$ cat config.mk
export PLATFORM = sky130hd
export DESIGN_NAME = bin_to_7seg_scan_flat
export DESIGN_NICKNAME = d
export VERILOG_FILES = /design/src/rtl/bin_to_7seg_scan_if.sv /design/src/rtl/bin_to_7seg_scan.sv /design/src/flat_wrapper.sv
export SDC_FILE = /design/constraint.sdc
export NUM_CORES = 1
export LEC_CHECK = 0
export ABC_AREA = 1
export CAP_MARGIN = 5
export CORE_MARGIN = 2
export CORE_UTILIZATION = 58
export CTS_CLUSTER_SIZE = 40
export DETAILED_ROUTE_END_ITERATION = 10
export HOLD_SLACK_MARGIN = 0.08
export PLACE_DENSITY = 0.79
export SLEW_MARGIN = 5
export SYNTH_ARGS = -nofsm -noshare
export SYNTH_HDL_FRONTEND = slang
export SYNTH_SLANG_ARGS = --single-unit
export TNS_END_PERCENT = 50
$ cat constraint.sdc
create_clock -name CLK_i -period 2.4 [get_ports CLK_i]
set_input_delay 0.36 -clock CLK_i [delete_from_list [all_inputs] [get_ports CLK_i]]
set_output_delay 0.36 -clock CLK_i [all_outputs]
set_load 0.1 [all_outputs]
$ cat src/rtl/bin_to_7seg_scan_if.sv
// ---------------------------------------------------------------------------
// bin_to_7seg_scan_if
// Purpose : Groups the value/handshake/display signals of bin_to_7seg_scan.
// Signals :
//   IN_i    [IN_W]   unsigned binary value to display        (master -> slave)
//   LOAD_i           start conversion, sampled only when idle (master -> slave)
//   BUSY_o           conversion in progress                  (slave -> master)
//   DONE_o           one-cycle pulse, new value latched      (slave -> master)
//   OVF_o            last latched value >= 10**N_DIG         (slave -> master)
//   SEG_o   [7]      segments {g,f,e,d,c,b,a}, bit0 = a      (slave -> master)
//   AN_o    [N_DIG]  one-hot digit enable, bit0 = LS digit   (slave -> master)
// ---------------------------------------------------------------------------
interface bin_to_7seg_scan_if #(
    parameter int unsigned IN_W  = 12,
    parameter int unsigned N_DIG = 4
);
    logic [IN_W-1:0]  IN_i;
    logic             LOAD_i;
    logic             BUSY_o;
    logic             DONE_o;
    logic             OVF_o;
    logic [6:0]       SEG_o;
    logic [N_DIG-1:0] AN_o;

    modport master (
        output IN_i, LOAD_i,
        input  BUSY_o, DONE_o, OVF_o, SEG_o, AN_o
    );

    modport slave (
        input  IN_i, LOAD_i,
        output BUSY_o, DONE_o, OVF_o, SEG_o, AN_o
    );
endinterface

$ cat src/rtl/bin_to_7seg_scan.sv
// ---------------------------------------------------------------------------
// bin_to_7seg_scan
// Purpose : Sequential binary-to-7-segment driver. An iterative double-dabble
//           engine converts IN_i to N_DIG BCD digits, which are then
//           time-multiplexed onto one segment bus with a one-hot digit enable.
//           Supports leading-zero blanking, overflow dashes and output polarity.
// Ports   :
//   CLK_i   clock, all state on rising edge
//   RST_i   synchronous active-high reset
//   bus_if  bin_to_7seg_scan_if.slave (IN_i, LOAD_i, BUSY_o, DONE_o, OVF_o,
//           SEG_o, AN_o)
// ---------------------------------------------------------------------------
module bin_to_7seg_scan #(
    parameter int unsigned IN_W       = 12,
    parameter int unsigned N_DIG      = 4,
    parameter int unsigned SCAN_DIV   = 1000,
    parameter int unsigned BLANK_LZ   = 1,
    parameter int unsigned ACTIVE_LOW = 0
) (
    input  logic                CLK_i,
    input  logic                RST_i,
    bin_to_7seg_scan_if.slave   bus_if
);
    localparam int unsigned BCD_W  = 4 * N_DIG + 4;
    localparam int unsigned DISP_W = 4 * N_DIG;
    localparam int unsigned CNT_W  = $clog2(IN_W + 1);
    localparam int unsigned PRE_W  = (SCAN_DIV > 1) ? $clog2(SCAN_DIV) : 1;
    localparam int unsigned IDX_W  = (N_DIG > 1) ? $clog2(N_DIG) : 1;

    // XOR masks that turn active-high "off" into the board polarity.
    localparam logic [6:0]       SEG_POL = (ACTIVE_LOW != 0) ? '1 : '0;
    localparam logic [N_DIG-1:0] AN_POL  = (ACTIVE_LOW != 0) ? '1 : '0;

    typedef enum logic [1:0] {S_IDLE, S_SHIFT, S_LATCH} state_t;

    state_t            state_q;
    logic [IN_W-1:0]   bin_q;
    logic [BCD_W-1:0]  bcd_q, bcd_d;
    logic              lost_q, lost_d;
    logic [CNT_W-1:0]  cnt_q;
    logic [DISP_W-1:0] disp_q;
    logic              ovf_q, busy_q, done_q;
    logic [PRE_W-1:0]  presc_q;
    logic [IDX_W-1:0]  idx_q;
    logic [6:0]        seg_q, seg_d;
    logic [N_DIG-1:0]  an_q, an_d;

    function automatic logic [6:0] dec7(input logic [3:0] d);
        case (d)
            4'd0:    dec7 = 7'b0111111;
            4'd1:    dec7 = 7'b0000110;
            4'd2:    dec7 = 7'b1011011;
            4'd3:    dec7 = 7'b1001111;
            4'd4:    dec7 = 7'b1100110;
            4'd5:    dec7 = 7'b1101101;
            4'd6:    dec7 = 7'b1111101;
            4'd7:    dec7 = 7'b0000111;
            4'd8:    dec7 = 7'b1111111;
            4'd9:    dec7 = 7'b1101111;
            default: dec7 = 7'b0000000;
        endcase
    endfunction

    // One double-dabble step: add-3 correction on every nibble, then shift in
    // the next binary MSB. A bit leaving the extra nibble is remembered so
    // that very wide inputs on few digits still flag overflow.
    always_comb begin
        logic [BCD_W-1:0] adj;
        adj = bcd_q;
        for (int unsigned n = 0; n <= N_DIG; n++) begin
            if (bcd_q[4*n +: 4] >= 4'd5) adj[4*n +: 4] = bcd_q[4*n +: 4] + 4'd3;
        end
        bcd_d  = {adj[BCD_W-2:0], bin_q[IN_W-1]};
        lost_d = adj[BCD_W-1];
    end

    // Segment/anode for the digit currently selected by the scan index.
    always_comb begin
        logic [3:0] digit;
        logic       upper_zero;
        logic [6:0] raw;
        logic [N_DIG-1:0] an_raw;
        digit      = '0;
        upper_zero = 1'b1;
        an_raw     = '0;
        for (int unsigned k = 0; k < N_DIG; k++) begin
            if (idx_q == IDX_W'(k)) begin
                digit     = disp_q[4*k +: 4];
                an_raw[k] = 1'b1;
            end
            if (k >= 32'(idx_q) && disp_q[4*k +: 4] != 4'd0) upper_zero = 1'b0;
        end
        if (ovf_q)
            raw = 7'b1000000;
        else if ((BLANK_LZ != 0) && (idx_q != '0) && upper_zero)
            raw = 7'b0000000;
        else
            raw = dec7(digit);
        seg_d = raw ^ SEG_POL;
        an_d  = an_raw ^ AN_POL;
    end

    always_ff @(posedge CLK_i) begin
        if (RST_i) begin
            state_q <= S_IDLE;
            bin_q   <= '0;
            bcd_q   <= '0;
            lost_q  <= 1'b0;
            cnt_q   <= '0;
            disp_q  <= '0;
            ovf_q   <= 1'b0;
            busy_q  <= 1'b0;
            done_q  <= 1'b0;
            presc_q <= '0;
            idx_q   <= '0;
            seg_q   <= SEG_POL;
            an_q    <= AN_POL;
        end else begin
            done_q <= 1'b0;
            case (state_q)
                // LATCH is the DONE cycle and behaves as idle for new loads.
                S_IDLE, S_LATCH: begin
                    state_q <= S_IDLE;
                    if (bus_if.LOAD_i) begin
                        bin_q   <= bus_if.IN_i;
                        bcd_q   <= '0;
                        lost_q  <= 1'b0;
                        cnt_q   <= '0;
                        busy_q  <= 1'b1;
                        state_q <= S_SHIFT;
                    end
                end
                S_SHIFT: begin
                    bin_q  <= bin_q << 1;
                    bcd_q  <= bcd_d;
                    lost_q <= lost_q | lost_d;
                    cnt_q  <= cnt_q + CNT_W'(1);
                    // Final shift latches straight from the step result so the
                    // display updates on the same edge DONE_o rises.
                    if (cnt_q == CNT_W'(IN_W - 1)) begin
                        disp_q  <= bcd_d[DISP_W-1:0];
                        ovf_q   <= lost_q | lost_d | (|bcd_d[BCD_W-1:DISP_W]);
                        done_q  <= 1'b1;
                        busy_q  <= 1'b0;
                        state_q <= S_LATCH;
                    end
                end
                default: state_q <= S_IDLE;
            endcase

            if (presc_q == PRE_W'(SCAN_DIV - 1)) begin
                presc_q <= '0;
                idx_q   <= (idx_q == IDX_W'(N_DIG - 1)) ? '0 : idx_q + IDX_W'(1);
            end else begin
                presc_q <= presc_q + PRE_W'(1);
            end

            seg_q <= seg_d;
            an_q  <= an_d;
        end
    end

    assign bus_if.BUSY_o = busy_q;
    assign bus_if.DONE_o = done_q;
    assign bus_if.OVF_o  = ovf_q;
    assign bus_if.SEG_o  = seg_q;
    assign bus_if.AN_o   = an_q;
endmodule

$ cat src/flat_wrapper.sv
// flat-port wrapper written by rule: the top's interface ports become plain ports
module bin_to_7seg_scan_flat 
#(
    parameter int unsigned IN_W       = 12,
    parameter int unsigned N_DIG      = 4,
    parameter int unsigned SCAN_DIV   = 1000,
    parameter int unsigned BLANK_LZ   = 1,
    parameter int unsigned ACTIVE_LOW = 0
)
  (CLK_i, RST_i, bus_if_IN_i, bus_if_LOAD_i, bus_if_BUSY_o, bus_if_DONE_o, bus_if_OVF_o, bus_if_SEG_o, bus_if_AN_o);
  bin_to_7seg_scan_if #(.IN_W(IN_W), .N_DIG(N_DIG)) bus_if_i ();
  input  logic CLK_i;
  input  logic RST_i;
  input wire logic [$bits(bus_if_i.IN_i)-1:0] bus_if_IN_i;
  input wire logic [$bits(bus_if_i.LOAD_i)-1:0] bus_if_LOAD_i;
  output wire logic [$bits(bus_if_i.BUSY_o)-1:0] bus_if_BUSY_o;
  output wire logic [$bits(bus_if_i.DONE_o)-1:0] bus_if_DONE_o;
  output wire logic [$bits(bus_if_i.OVF_o)-1:0] bus_if_OVF_o;
  output wire logic [$bits(bus_if_i.SEG_o)-1:0] bus_if_SEG_o;
  output wire logic [$bits(bus_if_i.AN_o)-1:0] bus_if_AN_o;
  assign bus_if_i.IN_i = bus_if_IN_i;
  assign bus_if_i.LOAD_i = bus_if_LOAD_i;
  assign bus_if_BUSY_o = bus_if_i.BUSY_o;
  assign bus_if_DONE_o = bus_if_i.DONE_o;
  assign bus_if_OVF_o = bus_if_i.OVF_o;
  assign bus_if_SEG_o = bus_if_i.SEG_o;
  assign bus_if_AN_o = bus_if_i.AN_o;
  bin_to_7seg_scan #(.IN_W(IN_W), .N_DIG(N_DIG), .SCAN_DIV(SCAN_DIV), .BLANK_LZ(BLANK_LZ), .ACTIVE_LOW(ACTIVE_LOW)) u_core (.CLK_i(CLK_i), .RST_i(RST_i), .bus_if(bus_if_i));
endmodule
==> results of run 1 <==
-- registers in the layout, indices dropped and copies added (netlist names) --
name and cells:
u_core.bin_q 12, u_core.bus_if.AN_o 4, u_core.bus_if.SEG_o 7, u_core.bus_if.OVF_o 1, u_core.state_q 2, u_core.bcd_q 20
u_core.disp_q 16, u_core.cnt_q 4, u_core.lost_q 1, u_core.presc_q 10, u_core.idx_q 2, u_core.bus_if.BUSY_o 1
u_core.bus_if.DONE_o 1
-- final timing paths --
check             slack [ns]                     end
setup reg to reg        0.34  u_core.bus_if.SEG_o[4]
setup / recovery        0.34  u_core.bus_if.SEG_o[4]
hold / removal          0.47        u_core.bcd_q[19]
hold reg to reg         0.47        u_core.bcd_q[19]
-- Yosys cell counts, types with 5 or more instances --
library cell    n  area share [%]
a21oi_1        53             6.8
a31oi_1        11             1.8
buf_2           8             1.0
clkbuf_1        5            0.48
dfxtp_1        81              41
ha_1           23             7.4
inv_1          65             6.2
nand2_1       120              12
nand2_2         5            0.80
nand3_1        28             3.6
nor2_1         40             3.8
nor3_1          7            0.90
o21ai_0        23             2.9
xor2_1          8             1.8
-- per-stage QoR --
step	setup slack (ns)	hold WS, ns	area, um2	utilization, %
after floorplan	0.5904	0.4179	3908	-
after global routing	0.08346	0.4921	4385	68.28
after CTS	0.3420	0.4719	4385	68.28
final	0.3449	0.4662	4385	68.28
after detailed placement	0.3641	0.4583	4167	64.87
after global placement	0.4846	0.4271	4167	64.87
-- layout make-up --
type | count | area (um2)
well taps | 77 | 96.34
multi-input cells | 354 | 1932
inverters | 69 | 261.5
repair buffers | 30 | 255.2
clock inverters | 7 | 95.09
fillers | 537 | 2037
flip-flops and latches | 81 | 1622
clock buffers | 9 | 123.9
-- where the power goes --
part / internal [mW] / switching, mW / leakage, nW
clock network: 0.585 / 0.515 / 0.109
logic: 0.0580 / 0.150 / 1.08
registers: 1.37 / 0.0160 / 0.658
total: 2.02 / 0.682 / 1.84
-- per-layer routing --
metal	GRT usage, %	up-vias	routed length [um]
li1	-	1735	-
met1	28.50	1551	3646
met2	38.48	71	3964
met3	7.122	16	348
met4	10.10	0	167
met5	0	-	0
-- kinds of logic (layout without fill, tap and decap cells) --
kind of cell,Yosys count,after routing
xor+xnor,9,9
fa+ha+maj,23,23
buf+inv,86,115
simple gates,211,211
flops,81,81
compound gates,111,111
-- critical path, cell delays in order, from the launching register on --
cell and delay [ns]:
dfxtp_1 0.39, inv_1 0.10, ha_1 0.25, inv_2 0.11, nand3_1 0.07, o211ai_1 0.08, nand2_1 0.06, o21ai_0 0.16
inv_1 0.19, ha_1 0.23, nor2_1 0.10, nor2_1 0.05, o21ai_0 0.06, a21oi_1 0.07
==> reports/qor.yml, run 1 <==
outcome:
  outcome: "finished clean"
floorplan:
  pin_count: 29
  die_h_um: 86.08
  die_x_um: 86.08
  start_util_pct: 60.84
  num_rows: 29
  core_area_um2: 6422
  dieArea_um2: 7410
clock_network:
  cts.sinks: 81
  cts_buffers: 9
  cts_buffer_depth: 2
  clk_pin_slew_worst_paths_ns: 0.09
  tritoncts: "done"
  cts_hold_buf: 0
  cts.repair.resized: 0
  h-tree-depth: 3
  clk_latency_ns: 0.36
  cts_setup_buffers: 0
  cts-root-buf: "clkbuf_8"
drt:
  drc: 0
  drt-initial-drc-count: 221
  wire_per_inst_um: 12.96
  ant_nets: 0
  vias: 3373
  first_pass_iters: 4
  drt-total-wl_um: 8127
  vias_per_cell: 5.380
sta:
  fmax_mhz: 486.6
  worst_slew_pin_slew_ns: 0.6194
  finalCriticalPeriod_ns: 2.055
  relSlewSlack_pct: 58.71
  setup_viol: 0
  hold_viol: 0
  period_share_pct: 85.63
  tns_ns: 0
  fin_skew_ns: 0.01013
  rsz0062_at_grt: "false"
  drv_slew: 0
yosys:
  seq_area_frac_synth_pct: 41.50
  synth_warnings: 0
  synth_cell_type_count: 40
  yosys.area_share.simple_pct: 23.57
  synthFlopType: "dfxtp_1"
  synth_compound_area_share_pct: 16.49
  async_flop_share_pct: 0
  postSynthCellCount: 521
  syn_nets: 559
  synth_top_family_by_area: "simple AND/OR/NAND/NOR gates"
  synth.avg_cell_area_um2: 7.500
  synth_edf_count: 0
  synth_mux_area_share_pct: 0
  synth-seq-cells: 81
  synth-adder-area-share_pct: 7.365
  synth-xor-area-share_pct: 2.017
  synth_area_um2: 3907
power:
  power-per-cell-area_nw_per_um2: 615.2
  power_mw: 2.698
  ir_drop_mv: 0.5580
  p_leak_nw: 1.844
global_routing:
  grt_usage_pct: 23.47
  grt_pass1_vias: 3190
  antenna_found_initial: 0
  overflow: 0
  grt_pass1_wl_um: 13830
  grt_max_degree: 57
placement:
  gp_congestion: 0.9286
  io_buffer_count: 28
  dpl.hpwl_um: 5582
  dp.cells: 611
worst_hold_path:
  hold_path.class: "reg2reg"
  min_from: "u_core.bcd_q[19]"
  min_path_cells: 2
worst_setup_path:
  startpoint_type: "register"
  critPathCaptureType: "register"
  crit_type: "reg2reg"
  path_max_fanout: 6
  r2r_start: "u_core.idx_q[1]"
  crit_start: "u_core.idx_q[1]"
  r2r_cells: 13
  arrival_ns: 2.31
  cp.required_ns: 2.65
finish:
  layout_commonest_cell: "nand2_1"
  drive_above_1_share_pct: 10.00
  area_delta_synth_final_pct: 12.23
  layout_common_cells: "nand2_1 (120), dfxtp_1 (81), inv_1 (65)"
  antennaDiodeCount: 0
  nets: 583
  layoutNonFillerInstCount: 627
flow_run:
  maxCapViolCount: 0
Power figures use the tool's default switching activity.
==> run 2, diff against run 1 <==
CORE_MARGIN = 3   (was 2)
==> run 2 against run 1 <==
Compared with the run above:
- non-clock buffer count grew 1
- register-to-register slack is essentially flat
- clock-buffer cell count grew 1
- fmax grew 0.17%
- global-route usage shrank 2.0 points
- die area grew 4.7%
- clock skew grew 0.0022 ns
- sequential power is essentially flat
- utilization grew 0.64 points
- sequential cell count is the same
- via count shrank 1.5%
- combinational power is essentially flat
- critical path type unchanged
- highest routed layer unchanged
==> reports/qor.yml, run 2 (synthesized netlist as in run 1, its figures left out) <==
worst_setup_path:
  cp_cell_sequence: "inv_1, ha_1, inv_1, o211ai_1, nand2_1, o21ai_0, inv_1, ha_1, nor2_1, nor2_1, o21ai_0, a21oi_1"
  rrSetupSlack_ns: 0.35
  startpoint_type: "register"
  cp.required_ns: 2.64
  crit_type: "reg2reg"
  path_max_fanout: 7
  critPathCaptureType: "register"
  cp_slowest_cell: "dfxtp_1"
  r2r_cells: 12
  max_stage_delay_ns: 0.35
  cp_top_family: "adder cells"
  arrival_ns: 2.29
  cpMostUsedCell: "inv_1"
  path_buf_inv: 3
  r2r_end: "u_core.bus_if.SEG_o[4]"
  r2r_start: "u_core.idx_q[0]"
floorplan:
  die_x_um: 88.08
  core_area_um2: 6422
  num_rows: 29
  dieArea_um2: 7758
  start_util_pct: 60.84
  die_h_um: 88.08
  pin_count: 29
sta:
  fmax_mhz: 487.4
  relSlewSlack_pct: 59.63
  setup_viol: 0
  worst_slew_pin_slew_ns: 0.6056
  timing.final.ws_setup_ns: 0.3483
  period_share_pct: 85.49
  drv_slew: 0
  fin_skew_ns: 0.01235
  tns_ns: 0
  hold_viol: 0
  rsz0062_at_grt: "false"
  whs_ns: 0.4666
  finalCriticalPeriod_ns: 2.052
clock_network:
  cts.repair.resized: 0
  cts_hold_buf: 0
  cts.sinks: 81
  cts_setup_buffers: 0
  cts_buffers: 9
  tritoncts: "done"
  h-tree-depth: 3
  clk_pin_slew_worst_paths_ns: 0.09
  cts_buffer_depth: 2
  cts-root-buf: "clkbuf_8"
  clk_latency_ns: 0.36
placement:
  dpl_cell_area_um2: 4174
  dpl.hpwl_um: 5368
  io_buffer_count: 28
  gp_congestion: 0.8823
  dpl_worst_slack_ns: 0.3683
  dp.cells: 612
drt:
  vias: 3322
  drt-initial-drc-count: 169
  ant_nets: 0
  vias_per_cell: 5.290
  first_pass_iters: 4
  drc: 0
  drt-total-wl_um: 7630
  wire_per_inst_um: 12.15
worst_hold_path:
  min_path_cells: 2
  hold_path.class: "reg2reg"
  hold_end: "u_core.bin_q[0]"
  min_from: "u_core.bin_q[0]"
global_routing:
  antenna_found_initial: 0
  grt_max_degree: 57
  grt_usage_pct: 21.48
  grt_pass1_vias: 3116
  grt_util_met1_pct: 26.05
  top_usage_layer: "met2"
  grtUsageMet2_pct: 34.86
  grt_pass1_wl_um: 13170
  use_met3_pct: 6.397
  overflow: 0
power:
  p_leak_nw: 1.863
  power-per-cell-area_nw_per_um2: 638.9
  ir_drop_mv: 0.6591
  power_mw: 2.828
finish:
  layoutNonFillerInstCount: 628
  nets: 584
  antennaDiodeCount: 0
  largest_reg_flops: 20
  area_delta_synth_final_pct: 13.29
  top_regs: "u_core.bcd_q (20), u_core.disp_q (16), u_core.bin_q (12)"
  post-route-util_pct: 68.93
  layout_commonest_cell: "nand2_1"
  final_cell_area_um2: 4427
  drive_above_1_share_pct: 10.16
  layout_common_cells: "nand2_1 (120), dfxtp_1 (81), inv_1 (65)"
  regMostFlops: "u_core.bcd_q"
outcome:
  outcome: "finished clean"
flow_run:
  maxCapViolCount: 0
## run 2: cell types whose count changed in the layout (fill, tap and decap cells not counted)
cell | before | now
buf_4 | 16 | 17
bufinv_16 | 2 | 3
clkbuf_8 | 9 | 10
clkinv_2 | 2 | 0
## run 2: how the worst max path moves through the flow
stage,slack (ns),end,depth (start not counted),startpoint
after floorplan,0.59,u_core.bus_if.SEG_o[4],13,u_core.idx_q[1]
after global placement,0.46,u_core.bus_if.SEG_o[4],12,u_core.idx_q[0]
after detailed placement,0.37,u_core.bus_if.SEG_o[4],13,u_core.idx_q[1]
after CTS,0.36,u_core.bus_if.SEG_o[4],13,u_core.idx_q[1]
after global routing,0.08,u_core.bus_if.SEG_o[4],12,u_core.idx_q[0]
final,0.35,u_core.bus_if.SEG_o[4],12,u_core.idx_q[0]
## run 2: layout make-up
cell class / instances / area [um2]
inverters: 69 / 261.5
clock buffers: 10 / 137.6
multi-input cells: 354 / 1932
fillers: 537 / 1996
flip-flops and latches: 81 / 1622
well taps: 77 / 96.34
clock inverters: 6 / 115.1
repair buffers: 31 / 262.8
## run 2: worst min-delay path, delay by kind of cell (launching register included)
family | cells | cell delay (ns)
AOI/OAI and AO/OA | 1 | 0.05
and+or+nand+nor | 1 | 0.06
DFF | 1 | 0.32
## run 2: where the power goes
group	switching (mW)	internal, mW	leakage [nW]
Sequential	0.0162	1.37	0.658
Combinational	0.150	0.0599	1.08
Clock	0.507	0.723	0.123
Total	0.673	2.16	1.86
## run 2: metal layers
metal / wire length, um / vias up / part of all wire (%)
met1: 3613 / 1495 / 47
met3: 360 / 18 / 4.7
met5: 0 / - / 0
met2: 3485 / 64 / 46
met4: 172 / 0 / 2.3
li1: - / 1745 / -
==> run 3, diff against run 2 <==
RECOVER_POWER = 25   (was unset)
==> run 3 against run 2 <==
Compared with the run above:
- utilization down 0.86 points
- clock power hardly changed
- clock-buffer cell count unchanged
- routed wire length up 0.90%
- die area is the same
- first-iteration DRC count is 2.4% higher
- cell count did not move
- sequential power hardly changed
- register-to-register slack got worse by 0.06 ns
- total power fell by 0.42%
==> reports/qor.yml, run 3 (synthesized netlist as in run 1, its figures left out) <==
finish:
  largest_reg_flops: 20
  final_cell_area_um2: 4372
  nets: 584
  top_regs: "u_core.bcd_q (20), u_core.disp_q (16), u_core.bin_q (12)"
  regMostFlops: "u_core.bcd_q"
  layout_common_cells: "nand2_1 (121), dfxtp_1 (81), inv_1 (67)"
  layout_commonest_cell: "nand2_1"
  antennaDiodeCount: 0
  drive_above_1_share_pct: 7.078
  area_delta_synth_final_pct: 11.88
floorplan:
  die_x_um: 88.08
  num_rows: 29
  dieArea_um2: 7758
  start_util_pct: 60.84
  core_area_um2: 6422
  die_h_um: 88.08
  pin_count: 29
global_routing:
  overflow: 0
  antenna_found_initial: 0
  grt_pass1_vias: 3116
  grt_pass1_wl_um: 13170
  grt_max_degree: 57
  grt_usage_pct: 21.48
sta:
  period_share_pct: 87.86
  relSlewSlack_pct: 22.49
  drv_slew: 0
  hold_viol: 0
  fin_skew_ns: 0.01155
  fmax_mhz: 474.2
  tns_ns: 0
  rsz0062_at_grt: "false"
  finalCriticalPeriod_ns: 2.109
  timing.final.ws_setup_ns: 0.2913
  setup_viol: 0
  worst_slew_pin_slew_ns: 1.168
worst_setup_path:
  cp_top_family: "adder cells"
  critPathCaptureType: "register"
  max_stage_delay_ns: 0.38
  r2r_start: "u_core.idx_q[1]"
  rrSetupSlack_ns: 0.29
  path_max_fanout: 6
  r2r_end: "u_core.bus_if.SEG_o[4]"
  cp_slowest_cell: "dfxtp_1"
  cp.required_ns: 2.64
  startpoint_type: "register"
  path_buf_inv: 3
  r2r_cells: 13
  crit_type: "reg2reg"
  cpMostUsedCell: "inv_1"
  arrival_ns: 2.35
  cp_cell_sequence: "inv_1, ha_1, inv_1, nand3_1, o211ai_1, nand2_1, o21ai_0, inv_1, ha_1, nor2_1, nor2_1, o21ai_0, a21oi_1"
placement:
  dpl_cell_area_um2: 4174
  dpl_worst_slack_ns: 0.3683
  gp_congestion: 0.8823
  io_buffer_count: 28
  dpl.hpwl_um: 5368
clock_network:
  cts.repair.resized: 0
  cts_hold_buf: 0
  tritoncts: "done"
  clk_latency_ns: 0.36
  cts_buffer_depth: 2
  cts_setup_buffers: 0
  cts-root-buf: "clkbuf_8"
  cts.sinks: 81
  h-tree-depth: 3
  clk_pin_slew_worst_paths_ns: 0.09
  cts_buffers: 9
power:
  p_leak_nw: 1.807
  ir_drop_mv: 0.6597
  power_mw: 2.816
  power-per-cell-area_nw_per_um2: 644.2
outcome:
  outcome: "finished clean"
flow_run:
  maxCapViolCount: 0
drt:
  vias_per_cell: 5.293
  drc: 0
  ant_nets: 0
  vias: 3324
  first_pass_iters: 5
  drt-initial-drc-count: 173
  wire_per_inst_um: 12.26
  drt-total-wl_um: 7699
worst_hold_path:
  hold_path.class: "reg2reg"
  min_path_cells: 2
  min_from: "u_core.bus_if.BUSY_o"
  hold_end: "u_core.bus_if.BUSY_o"
[run 3: cell types whose count changed in the layout (fill, tap and decap cells not counted), sizes merged]
cell,change
buf,-14
clkbuf,+14
[run 3: tightest hold or removal path: cells and delay by family, from the launching register on]
kind	cells	cell delay, ns
DFF	1	0.32
and+or+nand+nor	1	0.06
AOI/OAI and AO/OA	1	0.05
[run 3: power breakdown]
| group | internal, mW | switching, mW |
|---|---|---|
| Clock | 0.723 | 0.502 |
| Combinational | 0.0528 | 0.150 |
| Sequential | 1.37 | 0.0158 |
[run 3: worst max path at each step]
| stage | from | end | slack (ns) | depth (start not counted) |
|---|---|---|---|---|
| after floorplan | u_core.idx_q[1] | u_core.bus_if.SEG_o[4] | 0.59 | 13 |
| after global placement | u_core.idx_q[0] | u_core.bus_if.SEG_o[4] | 0.46 | 12 |
| after detailed placement | u_core.idx_q[1] | u_core.bus_if.SEG_o[4] | 0.37 | 13 |
| after CTS | u_core.idx_q[1] | u_core.bus_if.SEG_o[4] | 0.36 | 13 |
| after global routing | u_core.idx_q[1] | u_core.bus_if.SEG_o[4] | 0.05 | 13 |
| final | u_core.idx_q[1] | u_core.bus_if.SEG_o[4] | 0.29 | 13 |
[run 3: layout make-up]
cell class	instances	area, um2
clock buffers	10	137.6
clock inverters	6	115.1
fillers	557	2051
inverters	69	261.5
multi-input cells	354	1929
flip-flops and latches	81	1622
well taps	77	96.34
repair buffers	31	210.2
[run 3: metal layers]
metal  up-vias  track usage, %  share of wire [%]  wire, um
met2        66           34.86                 47      3582
met3        11           6.397                3.9       297
li1       1745               -                  -         -
met1      1502           26.05                 48      3676
met5         -               0                  0         0
met4         0           10.30                1.9       143
[run 3: metrics by stage]
stage               cells  util, %  hold WS [ns]
global route          628    68.07        0.4804
CTS                   628    68.93        0.4658
detailed placement    612    64.99        0.4476
global placement      612    64.99        0.4270
floorplan             521        -        0.4179
finish                628    68.07        0.4646
